File: src/rtl/tl_cntr_param_if.sv
// ---------------------------------------------------------------------------
// tl_cntr_param_if
//  Bundle of sensor inputs and lamp/status outputs of the traffic-light
//  controller.
//  Signals:
//   t         N_DIR    traffic-present sensor per direction (level)
//   left_req  N_DIR    left-turn request per direction (pulse or level)
//   emerg     1        emergency preempt (level)
//   lights    2*N_DIR  lamp code per direction, [2d+1:2d]
//   cur_dir   2        direction owning right-of-way
//   phase     3        0 GREEN, 1 YEL1, 2 LEFT, 3 YEL2, 4 ALL_RED, 5 EMERG
//   left_pend N_DIR    latched left-turn requests
//  Modports: master drives sensors (environment), slave is the controller.
// ---------------------------------------------------------------------------
interface tl_cntr_param_if #(
  parameter int N_DIR = 2
);
  logic [N_DIR-1:0]   t;
  logic [N_DIR-1:0]   left_req;
  logic               emerg;
  logic [2*N_DIR-1:0] lights;
  logic [1:0]         cur_dir;
  logic [2:0]         phase;
  logic [N_DIR-1:0]   left_pend;

  modport master (
    output t, left_req, emerg,
    input  lights, cur_dir, phase, left_pend
  );

  modport slave (
    input  t, left_req, emerg,
    output lights, cur_dir, phase, left_pend
  );
endinterface

File: src/rtl/tl_cntr_param.sv
// ---------------------------------------------------------------------------
// tl_cntr_param
//  N-direction round-robin traffic-light controller with protected left-turn
//  phases, sensor-extended green, skipping of idle directions, rest-in-green
//  and emergency preemption.
//  Ports:
//   clk    rising-edge clock
//   reset  synchronous active-high reset
//   bus    tl_cntr_param_if.slave: t, left_req, emerg in;
//          lights, cur_dir, phase, left_pend out (all registered)
// ---------------------------------------------------------------------------
module tl_cntr_param #(
  parameter int N_DIR   = 2,
  parameter int G_MIN   = 8,
  parameter int G_MAX   = 32,
  parameter int Y_TIME  = 3,
  parameter int L_TIME  = 5,
  parameter int AR_TIME = 2
) (
  input  logic              clk,
  input  logic              reset,
  tl_cntr_param_if.slave    bus
);

  localparam int M1   = (G_MAX > L_TIME) ? G_MAX : L_TIME;
  localparam int M2   = (Y_TIME > AR_TIME) ? Y_TIME : AR_TIME;
  localparam int TMAX = (M1 > M2) ? M1 : M2;
  localparam int TW   = $clog2(TMAX + 1);

  localparam logic [2*N_DIR-1:0] LIGHTS_RST = {{(N_DIR-1){2'b11}}, 2'b00};

  typedef enum logic [2:0] {
    PH_GREEN  = 3'd0,
    PH_YEL1   = 3'd1,
    PH_LEFT   = 3'd2,
    PH_YEL2   = 3'd3,
    PH_ALLRED = 3'd4,
    PH_EMERG  = 3'd5
  } phase_e;

  phase_e             phase_q, phase_d;
  logic [1:0]         cur_q, cur_d;
  logic [TW-1:0]      elapsed_q, elapsed_d;
  logic [N_DIR-1:0]   left_pend_q, left_pend_d;
  logic [2*N_DIR-1:0] lights_q, lights_d;

  logic [N_DIR-1:0]   own;       // one-hot of the current owner
  logic [N_DIR-1:0]   dem;       // per-direction demand
  logic [3:0]         dem4;      // demand widened so a 2-bit index is exact
  logic               other_dem;
  logic               own_t;
  logic               own_left;
  logic [1:0]         next_dir;
  logic [1:0]         owner_code;

  assign dem       = bus.t | left_pend_q;
  assign dem4      = 4'(dem);
  assign other_dem = |(dem & ~own);
  assign own_t     = |(bus.t & own);
  assign own_left  = |(left_pend_q & own);

  generate
    for (genvar gi = 0; gi < N_DIR; gi++) begin : g_dir
      assign own[gi] = (cur_q == 2'(gi));
      // Lamp codes follow the next-state owner/phase so outputs stay registered.
      assign lights_d[2*gi +: 2] = (cur_d == 2'(gi)) ? owner_code : 2'b11;
    end
  endgenerate

  // Next demanded direction, searched cyclically from cur+1. The owner itself
  // is the last candidate; with no demand anywhere, advance by one.
  always_comb begin
    logic       found;
    logic [1:0] idx;
    found    = 1'b0;
    idx      = 2'd0;
    next_dir = (cur_q == 2'(N_DIR - 1)) ? 2'd0 : cur_q + 2'd1;
    for (int k = 1; k <= N_DIR; k++) begin
      idx = 2'((int'(cur_q) + k) % N_DIR);
      if (!found && dem4[idx]) begin
        next_dir = idx;
        found    = 1'b1;
      end
    end
  end

  always_comb begin
    phase_d = phase_q;
    cur_d   = cur_q;
    if (bus.emerg) begin
      phase_d = PH_EMERG;
    end else begin
      unique case (phase_q)
        PH_GREEN: begin
          if ((elapsed_q >= TW'(G_MIN)) &&
              (!own_t || (elapsed_q == TW'(G_MAX))) &&
              (other_dem || own_left))
            phase_d = PH_YEL1;
        end
        PH_YEL1: begin
          if (elapsed_q == TW'(Y_TIME))
            phase_d = own_left ? PH_LEFT : PH_ALLRED;
        end
        PH_LEFT: begin
          if (elapsed_q == TW'(L_TIME))
            phase_d = PH_YEL2;
        end
        PH_YEL2: begin
          if (elapsed_q == TW'(Y_TIME))
            phase_d = PH_ALLRED;
        end
        PH_ALLRED: begin
          if (elapsed_q == TW'(AR_TIME)) begin
            phase_d = PH_GREEN;
            cur_d   = next_dir;
          end
        end
        PH_EMERG: phase_d = PH_ALLRED;
        default:  phase_d = PH_ALLRED;
      endcase
    end
  end

  // Timer restarts at 1 on every phase change. Green rests at G_MAX; other
  // phases leave before reaching TMAX, EMERG simply saturates.
  always_comb begin
    if (phase_d != phase_q)
      elapsed_d = TW'(1);
    else if ((phase_q == PH_GREEN) && (elapsed_q >= TW'(G_MAX)))
      elapsed_d = elapsed_q;
    else if (elapsed_q == TW'(TMAX))
      elapsed_d = elapsed_q;
    else
      elapsed_d = elapsed_q + TW'(1);
  end

  // Left latch: entering LEFT clears the owner's bit, even if a new request
  // arrives on that same edge.
  always_comb begin
    left_pend_d = left_pend_q | bus.left_req;
    if ((phase_q == PH_YEL1) && (phase_d == PH_LEFT))
      left_pend_d = left_pend_d & ~own;
  end

  always_comb begin
    unique case (phase_d)
      PH_GREEN:         owner_code = 2'b00;
      PH_YEL1, PH_YEL2: owner_code = 2'b01;
      PH_LEFT:          owner_code = 2'b10;
      default:          owner_code = 2'b11;
    endcase
  end

  always_ff @(posedge clk) begin
    if (reset) begin
      phase_q     <= PH_GREEN;
      cur_q       <= 2'd0;
      elapsed_q   <= TW'(1);
      left_pend_q <= '0;
      lights_q    <= LIGHTS_RST;
    end else begin
      phase_q     <= phase_d;
      cur_q       <= cur_d;
      elapsed_q   <= elapsed_d;
      left_pend_q <= left_pend_d;
      lights_q    <= lights_d;
    end
  end

  assign bus.lights    = lights_q;
  assign bus.cur_dir   = cur_q;
  assign bus.phase     = phase_q;
  assign bus.left_pend = left_pend_q;

endmodule
File: src/flat_wrapper.sv
// flat-port wrapper written by rule: the top's interface ports become plain ports
module tl_cntr_param_flat 
#(
  parameter int N_DIR   = 2,
  parameter int G_MIN   = 8,
  parameter int G_MAX   = 32,
  parameter int Y_TIME  = 3,
  parameter int L_TIME  = 5,
  parameter int AR_TIME = 2
)
  (clk, reset, bus_t, bus_left_req, bus_emerg, bus_lights, bus_cur_dir, bus_phase, bus_left_pend);
  tl_cntr_param_if #(.N_DIR(N_DIR)) bus_i ();
  input  logic clk;
  input  logic reset;
  input wire logic [$bits(bus_i.t)-1:0] bus_t;
  input wire logic [$bits(bus_i.left_req)-1:0] bus_left_req;
  input wire logic [$bits(bus_i.emerg)-1:0] bus_emerg;
  output wire logic [$bits(bus_i.lights)-1:0] bus_lights;
  output wire logic [$bits(bus_i.cur_dir)-1:0] bus_cur_dir;
  output wire logic [$bits(bus_i.phase)-1:0] bus_phase;
  output wire logic [$bits(bus_i.left_pend)-1:0] bus_left_pend;
  assign bus_i.t = bus_t;
  assign bus_i.left_req = bus_left_req;
  assign bus_i.emerg = bus_emerg;
  assign bus_lights = bus_i.lights;
  assign bus_cur_dir = bus_i.cur_dir;
  assign bus_phase = bus_i.phase;
  assign bus_left_pend = bus_i.left_pend;
  tl_cntr_param #(.N_DIR(N_DIR), .G_MIN(G_MIN), .G_MAX(G_MAX), .Y_TIME(Y_TIME), .L_TIME(L_TIME), .AR_TIME(AR_TIME)) u_core (.clk(clk), .reset(reset), .bus(bus_i));
endmodule
File: config.mk
export PLATFORM = sky130hd
export DESIGN_NAME = tl_cntr_param_flat
export DESIGN_NICKNAME = d
export VERILOG_FILES = /design/src/rtl/tl_cntr_param_if.sv /design/src/rtl/tl_cntr_param.sv /design/src/flat_wrapper.sv
export SDC_FILE = /design/constraint.sdc
export NUM_CORES = 1
export LEC_CHECK = 0
export BUFFER_PORTS_ARGS = -buffer_cell sky130_fd_sc_hd__buf_2
export CORE_ASPECT_RATIO = 1.1
export CORE_UTILIZATION = 30
export CTS_CLUSTER_SIZE = 16
export DETAILED_ROUTE_END_ITERATION = 6
export PLACE_DENSITY = 0.52
export SYNTH_ARGS = -nofsm -noshare
export SYNTH_HDL_FRONTEND = slang
export SYNTH_SLANG_ARGS = --single-unit
File: constraint.sdc
create_clock -name clk -period 3.1 [get_ports clk]
set_clock_uncertainty 0.2 [all_clocks]
set_input_delay 0.31 -clock clk [delete_from_list [all_inputs] [get_ports clk]]
set_output_delay 0.31 -clock clk [all_outputs]
set_load 0.01 [all_outputs]
==> metrics.cfg, run 1 <==
[status]
status=complete, no violations

[layout]
seq_area_sq_um=340
drive_above_1_share_pct=19.4
fillerInstances=323
synthToLayoutAreaGrowth_pct=13.7
nNetsFinal=151
diodes=0
fin_area_sq_mm=0.00116
final_cells=173
multiInputGateArea_sq_um=634

[logic_synthesis]
seq_area_frac_synth_pct=33.5
synth-edff-count=0
yosys_warnings=0
yosys_register_bits=17
ys_top_cells_by_area=dfxtp_1 (33%), nor3_1 (6.4%), ha_1 (4.9%)
async_flop_share_pct=0
netlist.area_leader.share_pct=33.5
synth_nets=133
ys_types=42
syn_area_sq_mm=0.00102
syn_avg_cell_area_sq_um=8.34
synth_ff_type=dfxtp_1
yosysTopAreaCell=dfxtp_1
syn_inst=122

[placement]
dp.cells=169
place_area_sq_mm=0.00113
place.detailed.hpwl_um=1880
io_buffers=17
place_congestion=0.804
post-place-ws_ps=809

[critical_path]
crit_type=flip-flop to flip-flop
worstPathArrival_ps=2300
startpoint_type=flip-flop
cp_top_family=compound AO/OA/AOI/OAI gates
r2r_cells=6
worstPathRequired_ps=3080
end_kind=flip-flop
cp.buffers_inverters=1
cpPeakStageDelay_ps=510
cp_cell_sequence=inv_1, ha_1, a311oi_1, o21ai_0, a31o_4, or4_1
cp_max_fo=7
critPathSlowestCell=or4_1
crit_cells=6

[clock_network]
clk_pin_slew_worst_paths_ps=110
post_cts_buffers=0
postCtsHoldBufs=0
clk_latency_ps=300
h-tree-depth=1
cts-root-buf=clkbuf_4
cts_tree=yes
cts_buffers=3
ctsResizeCount=0
clockBufferDepth=2
cts_num_sinks=17

[global_routing]
grt_pass1_vias=864
grt_max_degree=13
grt_pass1_wl_um=4030
overflow=0
antenna_found_initial=0
grt_use_total_pct=14.5

[drt]
route.detailed.drc=0
totalWireLength_um=2500
first_pass_iters=4
wl_per_cell_um=14.5
avgViaCountPerCell=5.60
vias=969
final_antenna_net_count=0
initialDrtViolationCount=32

[power_and_ir_drop]
power_mw=0.435
irDropWorstVdd_mv=0.262
p_per_area_mw_per_mm2=376
p_leak_nw=0.479

[floorplanning]
dieHeight_um=63.1
coreArea_sq_mm=0.00313
start_util_pct=32.5
die_area_sq_mm=0.00363
placementRows=21
ios=18
die_width_um=57.5

[timing]
finalSetupViolCount=0
max_freq_mhz=432
setup_tns_ps=0
worst_pin_slew_ps=604
relSlewSlack_pct=59.4
finalHoldViolCount=0
period_minus_slack_ps=2320
setup_ws_ps=783
rsz0062_at_grt=no
slew_violations=0
fin_crit_sh_pct=74.7

[run]
drv_cap=0

[worst_hold_path]
worstHoldPathType=input port to flip-flop
hold_path_depth=3

-- cells in the final DEF, fill, tap and decap left out, types with 2 or more instances in the layout --
| master | instances |
|---|---|
| a211oi_1 | 3 |
| a21oi_1 | 7 |
| a31oi_1 | 3 |
| and3_1 | 3 |
| buf_2 | 17 |
| clkbuf_4 | 3 |
| dfxtp_1 | 17 |
| ha_1 | 4 |
| inv_1 | 7 |
| mux2i_1 | 3 |
| nand2_1 | 7 |
| nand2b_1 | 2 |
| nand3b_1 | 2 |
| nand4_1 | 2 |
| nor2_1 | 13 |
| nor2b_1 | 2 |
| nor3_1 | 13 |
| nor3b_1 | 2 |
| nor4_1 | 2 |
| o21ai_0 | 2 |
| or4b_1 | 2 |
| xor2_1 | 3 |
-- sequential cells by signal (all words and copies together) (netlist names) --
| signal | flops |
|---|---|
| u_core.bus.cur_dir | 2 |
| u_core.bus.left_pend | 2 |
| u_core.bus.lights | 4 |
| u_core.bus.phase | 3 |
| u_core.elapsed_q | 6 |
-- report_power, final --
group / switching [mW] / internal [mW] / total [mW]
Combinational: 0.0414 / 0.0305 / 0.0719
Sequential: 0.0141 / 0.227 / 0.241
Clock: 0.0738 / 0.0480 / 0.122
Total: 0.129 / 0.306 / 0.435
-- Yosys cell counts, drive strengths merged, types with 3 or more instances --
| cell type | n |
|---|---|
| nor3 | 13 |
| a21oi | 7 |
| nor2 | 13 |
| a211oi | 3 |
| inv | 7 |
| nor4 | 3 |
| dfxtp | 17 |
| and3 | 3 |
| a31oi | 3 |
| ha | 4 |
| mux2i | 3 |
| xor2 | 3 |
| nand4 | 3 |
| nand2 | 7 |
-- worst reg2reg max path: cells and delay by family (launching register included) --
family	cells	cell delay, ps
AOI/OAI and AO/OA	3	640
and+or+nand+nor	1	510
DFF	1	470
adders and majority gates	1	260
buffers and inverters	1	120
-- cell families after synthesis --
family	count (synthesis)	share of synthesized area [%]
mux	3	2.95
fa+ha+maj	4	4.92
buf+inv	11	4.18
xor+xnor	3	2.58
flops	17	33.5
simple gates	59	33.3
compound gates	25	18.6
-- metal layers --
layer,global-route usage (%),vias up,part of all wire [%]
li1,-,487,-
met1,18.1,444,45
met2,24.0,33,48
met3,2.46,5,5.0
met4,6.40,0,1.7
met5,0,-,0
-- stage by stage --
stage / hold slack [ps] / utilization, %
after floorplan: 189 / -
after global placement: 358 / 36.1
after detailed placement: 361 / 36.1
after CTS: 72.4 / 37.0
after global routing: 92.7 / 37.0
final: 88.2 / 37.0
-- worst paths after layout --
check,from,endpoint,slack [ps]
max,u_core.elapsed_q[0],u_core.elapsed_q[0],780
min,bus_left_req[1],u_core.bus.left_pend[1],90
max reg2reg,u_core.elapsed_q[0],u_core.elapsed_q[0],780
min reg2reg,u_core.bus.cur_dir[1],u_core.bus.cur_dir[1],370
-- cell type report --
type / count / area share, %
Tap cell: 34 / 3.68
Clock buffer: 3 / 1.95
Sequential cell: 17 / 29.4
Clock inverter: 1 / 0.433
Timing Repair Buffer: 17 / 7.36
Inverter: 7 / 2.27
Multi-Input combinational cell: 94 / 54.9
(Power assumes the default switching activity.)
==> run 2: changes to the inputs <==
==> constraint.sdc (replaced) <==
create_clock -name clk -period 2.36 [get_ports clk]
set_clock_uncertainty 0.2 [all_clocks]
set_input_delay 0.236 -clock clk [delete_from_list [all_inputs] [get_ports clk]]
set_output_delay 0.236 -clock clk [all_outputs]
set_load 0.01 [all_outputs]
==> metrics.cfg, run 2 (synthesis results as in run 1) <==
[floorplanning]
ios=18  ; unchanged
placementRows=21  ; unchanged
die_area_sq_mm=0.00363  ; unchanged
dieHeight_um=63.1  ; unchanged
coreArea_sq_mm=0.00313  ; unchanged
start_util_pct=32.5  ; unchanged
die_width_um=57.5  ; unchanged

[layout]
synthToLayoutAreaGrowth_pct=18.0  ; was 13.7%
nNetsFinal=156  ; was 151
final_cells=178  ; was 173
final_cell_mix=buf_2 (17), dfxtp_1 (16), nor3_1 (13), nor2_1 (13)  ; was buf_2 (17), dfxtp_1 (17), nor3_1 (13), nor2_1 (13)
regMostFlops=u_core.elapsed_q  ; unchanged
fillerInstances=330  ; was 323
largest_reg_flops=6  ; unchanged
diodes=0  ; unchanged
utilization_pct=38.4  ; was 37.0%
layout_commonest_cell=buf_2
drive_above_1_share_pct=21.5  ; was 19.4%

[critical_path]
startpoint_type=input port  ; was flip-flop
cp_max_fo=7  ; unchanged
endpoint=u_core.elapsed_q[0]  ; unchanged
cpPeakStageDelay_ps=530  ; was 510 ps
crit_type=input port to flip-flop  ; was flip-flop to flip-flop
worstPathRequired_ps=2330  ; was 3080 ps
end_kind=flip-flop  ; unchanged
r2r-end=u_core.elapsed_q[0]  ; unchanged
critPathSlowestCell=dlygate4sd3_1  ; was or4_1
cp_cell_sequence=dlygate4sd3_1, buf_2, nor2b_1, a311oi_1, o21ai_0, a31o_4, or4_1  ; was inv_1, ha_1, a311oi_1, o21ai_0, a31o_4, or4_1
r2r_start=u_core.elapsed_q[5]  ; was u_core.elapsed_q[0]
worstPathArrival_ps=2240  ; was 2300 ps
crit_start=bus_emerg  ; was u_core.elapsed_q[0]
r2r_cells=4  ; was 6
timing.reg2reg.setup_slack_ps=140  ; was 780 ps

[timing]
worst_pin_slew_ps=606  ; was 604 ps
rsz0062_at_grt=no  ; unchanged
period_minus_slack_ps=2280
slew_violations=0  ; unchanged
relSlewSlack_pct=59.2  ; was 59.4%
max_freq_mhz=439
finalSetupViolCount=0  ; unchanged
setup_tns_ps=0  ; unchanged
fin_crit_sh_pct=96.4
finalHoldViolCount=0  ; unchanged

[drt]
avgViaCountPerCell=5.44  ; was 5.60
route.detailed.drc=0  ; unchanged
initialDrtViolationCount=29  ; was 32
first_pass_iters=4  ; unchanged
totalWireLength_um=2500  ; about the same
final_antenna_net_count=0  ; unchanged
wl_per_cell_um=14.0  ; was 14.5 um
vias=969  ; unchanged

[global_routing]
grt_pass1_vias=938  ; was 864
antenna_found_initial=0  ; unchanged
grt_pass1_wl_um=4280  ; was 4030 um
overflow=0  ; unchanged
grt_use_total_pct=15.1  ; was 14.5%
grt_max_degree=13  ; unchanged

[power_and_ir_drop]
irDropWorstVdd_mv=0.278  ; was 0.262 mV
swShare_pct=29.7  ; about the same
p_comb_share_pct=17.0  ; was 16.5%
p_seq_share_pct=55.0  ; was 55.5%
p_int_mw=0.405  ; was 0.306 mW
p_sw_mw=0.171  ; was 0.129 mW
p_leak_nw=0.501  ; was 0.479 nW
p_per_area_mw_per_mm2=480  ; was 376 mW/mm^2
clkPwrFrac_pct=28.0  ; about the same

[run]
drv_cap=0  ; unchanged

[placement]
place_congestion=0.854  ; was 0.804
io_buffers=17  ; unchanged
dp.cells=172  ; was 169
place.detailed.hpwl_um=1920  ; was 1880 um

[clock_network]
h-tree-depth=1  ; unchanged
cts_buffers=3  ; unchanged
cts-root-buf=clkbuf_4  ; unchanged
cts_num_sinks=17  ; unchanged
clockBufferDepth=2  ; unchanged
clk_latency_ps=290  ; was 300 ps
clk_pin_slew_worst_paths_ps=100  ; was 110 ps
post_cts_buffers=0  ; unchanged
cts_tree=yes  ; unchanged

[worst_hold_path]
worstHoldPathType=input port to flip-flop  ; unchanged

[status]
status=complete, no violations  ; unchanged

-- run 2: cell types whose count changed in the layout (fill, tap and decap cells not counted), sizes merged --
cell / before / now
buf: 17 / 20
dlygate4sd3: 0 / 2
-- run 2: layout make-up --
class                           instances  area (sq um)  area share (%)
Multi-Input combinational cell         94           634            52.9
Sequential cell                        17           342            28.5
Timing Repair Buffer                   22           128            10.6
Tap cell                               34          42.5            3.55
Inverter                                7          26.3            2.19
Clock buffer                            3          22.5            1.88
Clock inverter                          1          5.00           0.417
-- run 2: worst max-delay path, delay by kind of cell --
kind	cells	cell delay, ps
and+or+nand+nor	2	660
AOI/OAI and AO/OA	3	660
buffers and inverters	2	700
-- run 2: worst min path at each step --
stage                     slack [ps]             from  cells after the start                 endpoint
after floorplan                  110        bus_emerg                      1      u_core.bus.phase[1]
after global placement           310        bus_emerg                      2      u_core.bus.phase[1]
after detailed placement         320  bus_left_req[0]                      3  u_core.bus.left_pend[0]
after CTS                         10  bus_left_req[1]                      3  u_core.bus.left_pend[1]
after global routing              20  bus_left_req[1]                      3  u_core.bus.left_pend[1]
final                             10  bus_left_req[1]                      3  u_core.bus.left_pend[1]
-- run 2: layer usage --
layer,wire [um],vias up,GRT usage (%)
met2,1300,13,25.9
li1,-,496,-
met4,0,0,3.66
met5,0,-,0
met3,55,0,2.46
met1,1140,460,19.5
-- run 2: through the flow --
step | cell area, sq um | power [mW] | hold slack [ps] | setup WS (ps)
floorplan | 1020 | 0.385 | 115 | 267
finish | 1200 | 0.576 | 13.8 | 84.6
global placement | 1150 | 0.417 | 309 | 83.1
CTS | 1200 | 0.584 | 9.85 | 26.3
global route | 1200 | 0.622 | 21.3 | 11.2
detailed placement | 1150 | 0.419 | 324 | 54.4
-- run 2: repair_timing --
| action | CTS | global route |
|---|---|---|
| endpoints found under the setup margin | 0 | 1 |
| endpoints found under the hold margin | 2 | 0 |
| hold buffers | 2 | 0 |
| gates resized for setup | 0 | 1 |
-- run 2: power by group through the flow --
| stage | clock network [mW] | registers (mW) | logic [mW] |
|---|---|---|---|
| 2_1_floorplan | 0 | 0.319 | 0.0659 |
| 3_3_place_gp | 0 | 0.322 | 0.0947 |
| 3_5_place_dp | 0 | 0.323 | 0.0956 |
| 4_1_cts | 0.168 | 0.317 | 0.0986 |
| 5_1_grt | 0.192 | 0.320 | 0.110 |
| 6_report | 0.161 | 0.317 | 0.0978 |
==> run 3: changes to the inputs <==
--- a/config.mk
+++ b/config.mk
@@ -5,6 +5,7 @@
 export SDC_FILE = /design/constraint.sdc
 export NUM_CORES = 1
 export LEC_CHECK = 0
+export ABC_AREA = 1
 export BUFFER_PORTS_ARGS = -buffer_cell sky130_fd_sc_hd__buf_2
 export CORE_ASPECT_RATIO = 1.1
 export CORE_UTILIZATION = 30
==> metrics.cfg, run 3 <==
[status]
status=complete, no violations  ; unchanged

[logic_synthesis]
syn_inst=155  ; was 122
synth.most_common_cell=nand2_1  ; was dfxtp_1
synth_nets=166  ; was 133
synthSimpleGateAreaFrac_pct=41.3  ; was 33.3%
synth_common_cells=nand2_1 (33), inv_1 (26), nor2_1 (24), dfxtp_1 (17), nand3_1 (7)  ; was dfxtp_1 (17), nor2_1 (13), nor3_1 (13)
syn_area_sq_mm=0.00105  ; was 0.00102 sq mm
ys_types=23  ; was 42
ys_top_cells_by_area=dfxtp_1 (32%), nand2_1 (12%), inv_1 (9.3%)  ; was dfxtp_1 (33%), nor3_1 (6.4%), ha_1 (4.9%)
synth_ff_type=dfxtp_1  ; unchanged
yosysTopAreaCell=dfxtp_1  ; unchanged
synth.area.mux_share_pct=0  ; was 2.95%
synth_xor_area_share_pct=4.17  ; was 2.58%
seq_area_frac_synth_pct=32.4  ; was 33.5%
netlist.area_leader.share_pct=32.4  ; was 33.5%
synth_fa_ha_area_share_pct=4.76  ; was 4.92%
async_flop_share_pct=0  ; unchanged
yosys_warnings=0  ; unchanged
yosys_register_bits=17  ; unchanged
synth_top_family_by_area=simple AND/OR/NAND/NOR gates  ; unchanged
synth-edff-count=0  ; unchanged
syn_avg_cell_area_sq_um=6.78  ; was 8.34 sq um
synth-compound-area-share_pct=6.67  ; was 18.6%

[global_routing]
grt_pass1_vias=979  ; was 938
grt_max_degree=11  ; was 13
overflow=0  ; unchanged
grt_pass1_wl_um=4070  ; was 4280 um
antenna_found_initial=0  ; unchanged
grt_use_total_pct=14.2  ; was 15.1%

[layout]
regMostFlops=u_core.elapsed_q  ; unchanged
nNetsFinal=191  ; was 156
diodes=0  ; unchanged
drive_above_1_share_pct=23.5  ; was 21.5%
utilization_pct=37.6  ; was 38.4%
largest_reg_flops=6  ; unchanged
synthToLayoutAreaGrowth_pct=19.3  ; was 18.0%
final_cell_mix=nand2_1 (33), inv_1 (26), nor2_1 (24)  ; was buf_2 (17), dfxtp_1 (16), nor3_1 (13), nor2_1 (13)
layout_commonest_cell=nand2_1  ; was buf_2

[clock_network]
cts_tree=yes  ; unchanged
clk_latency_ps=290  ; about the same
clk_pin_slew_worst_paths_ps=100  ; about the same
h-tree-depth=1  ; unchanged
ctsResizeCount=0  ; unchanged
clockBufferDepth=2  ; unchanged
cts-root-buf=clkbuf_4  ; unchanged
cts_buffers=3  ; unchanged
cts_num_sinks=17  ; unchanged

[timing]
finalSetupViolCount=0  ; unchanged
relSlewSlack_pct=78.5  ; was 59.2%
finalHoldViolCount=0  ; unchanged
slew_violations=0  ; unchanged
period_minus_slack_ps=1850  ; was 2280 ps
rsz0062_at_grt=no  ; unchanged
fin_crit_sh_pct=78.5  ; was 96.4%
setup_tns_ps=0  ; unchanged
max_freq_mhz=540  ; was 439 MHz
worst_pin_slew_ps=320  ; was 606 ps

[critical_path]
cp_max_fo=5  ; was 7
cp_cell_sequence=ha_1, nand2_1, nor2_4, nand3_2, nand2_2, nand2_2, nand2_1, nand2_1, nor2_2, nand3_2, nor2_1  ; was dlygate4sd3_1, buf_2, nor2b_1, a311oi_1, o21ai_0, a31o_4, or4_1
cpMostUsedCell=nand2_1
worstPathRequired_ps=2400  ; was 2330 ps
timing.reg2reg.setup_slack_ps=510  ; was 140 ps
startpoint_type=flip-flop  ; was input port
cpPeakStageDelay_ps=420  ; was 530 ps
crit_type=flip-flop to flip-flop  ; was input port to flip-flop
critPathSlowestCell=dfxtp_1  ; was dlygate4sd3_1
worstPathArrival_ps=1890  ; was 2240 ps
end_kind=flip-flop  ; unchanged

[drt]
totalWireLength_um=2330  ; was 2500 um
vias=1014  ; was 969
final_antenna_net_count=0  ; unchanged
initialDrtViolationCount=49  ; was 29
wl_per_cell_um=10.3  ; was 14.0 um
first_pass_iters=4  ; unchanged
avgViaCountPerCell=4.47  ; was 5.44
route.detailed.drc=0  ; unchanged

[placement]
io_buffers=17  ; unchanged
place.detailed.hpwl_um=1870  ; was 1920 um
place_congestion=0.995  ; was 0.854

[floorplanning]
placementRows=22  ; was 21
die_area_sq_mm=0.00374  ; was 0.00363 sq mm
coreArea_sq_mm=0.00333  ; was 0.00313 sq mm
ios=18  ; unchanged
dieHeight_um=64.1  ; was 63.1 um
die_width_um=58.4  ; was 57.5 um
start_util_pct=31.6  ; was 32.5%

[power_and_ir_drop]
p_leak_nw=0.614  ; was 0.501 nW
irDropWorstVdd_mv=0.296  ; was 0.278 mV
p_per_area_mw_per_mm2=461  ; was 480 mW/mm^2

[worst_hold_path]
worstHoldPathType=input port to flip-flop  ; unchanged

[run]
drv_cap=0  ; unchanged

## run 3: cell count changes after synthesis, sizes merged, moves of 3 or more
cell | previous run | this run
nand2 | 7 | 38
and3 | 3 | 0
a21oi | 7 | 3
nor3 | 13 | 2
mux2i | 3 | 0
a211oi | 3 | 0
inv | 7 | 30
nor2 | 13 | 29
nand3 | 2 | 11
## run 3: routing by layer
| metal | share of wire, % | up-vias | GRT usage (%) |
|---|---|---|---|
| met5 | 0 | - | 0 |
| met4 | 0.73 | 0 | 4.17 |
| met3 | 3.2 | 2 | 3.85 |
| met2 | 50 | 16 | 25.3 |
| met1 | 46 | 468 | 16.3 |
| li1 | - | 528 | - |
## run 3: worst paths after layout
check | startpoint | to | cells after the start
max reg2reg | u_core.elapsed_q[0] | u_core.elapsed_q[3] | 11
min reg2reg | u_core.bus.left_pend[1] | u_core.bus.left_pend[1] | 2
min | bus_emerg | u_core.bus.phase[1] | 4
max | u_core.elapsed_q[0] | u_core.elapsed_q[3] | 11
## run 3: cell type report
| type | instances | area, sq um |
|---|---|---|
| Multi-Input combinational cell | 108 | 598 |
| Inverter | 30 | 113 |
| Sequential cell | 17 | 340 |
| Clock buffer | 3 | 22.5 |
| Timing Repair Buffer | 20 | 115 |
| Tap cell | 48 | 60.1 |
| Fill cell | 363 | 2080 |
| Clock inverter | 1 | 5.00 |
## run 3: worst max-delay path: cells and delay by family, from the launching register on
kind / cells / cell delay [ps]
flops: 1 / 420
simple gates: 10 / 940
fa+ha+maj: 1 / 240
## run 3: stage by stage
stage | cell area (sq um) | setup slack, ps | total power [mW] | std cells | hold WS [ps]
after floorplan | 1050 | 730 | 0.389 | 155 | 105
after global placement | 1200 | 557 | 0.419 | 220 | 264
after detailed placement | 1200 | 529 | 0.421 | 220 | 264
after CTS | 1250 | 488 | 0.590 | 227 | 105
after global routing | 1250 | 241 | 0.617 | 227 | 133
final | 1250 | 508 | 0.578 | 227 | 116
## run 3: cells by family after synthesis
logic type / count (synthesis)
XOR/XNOR: 5
AND/OR/NAND/NOR: 88
AO/OA/AOI/OAI: 11
buffers and inverters: 30
flip-flops: 17
adder cells (fa/ha/maj): 4
## run 3: report_power, final
part | switching (mW) | internal, mW | total (mW)
combinational | 0.0667 | 0.0411 | 0.108
clock | 0.0967 | 0.0631 | 0.160
sequential | 0.0110 | 0.299 | 0.310
total | 0.174 | 0.403 | 0.578
## run 3: what timing repair did
item | 4_1_cts | 5_1_grt
hold buffers | 3 | 0
hold endpoints to repair | 5 | 0
setup buffers | 0 | 0
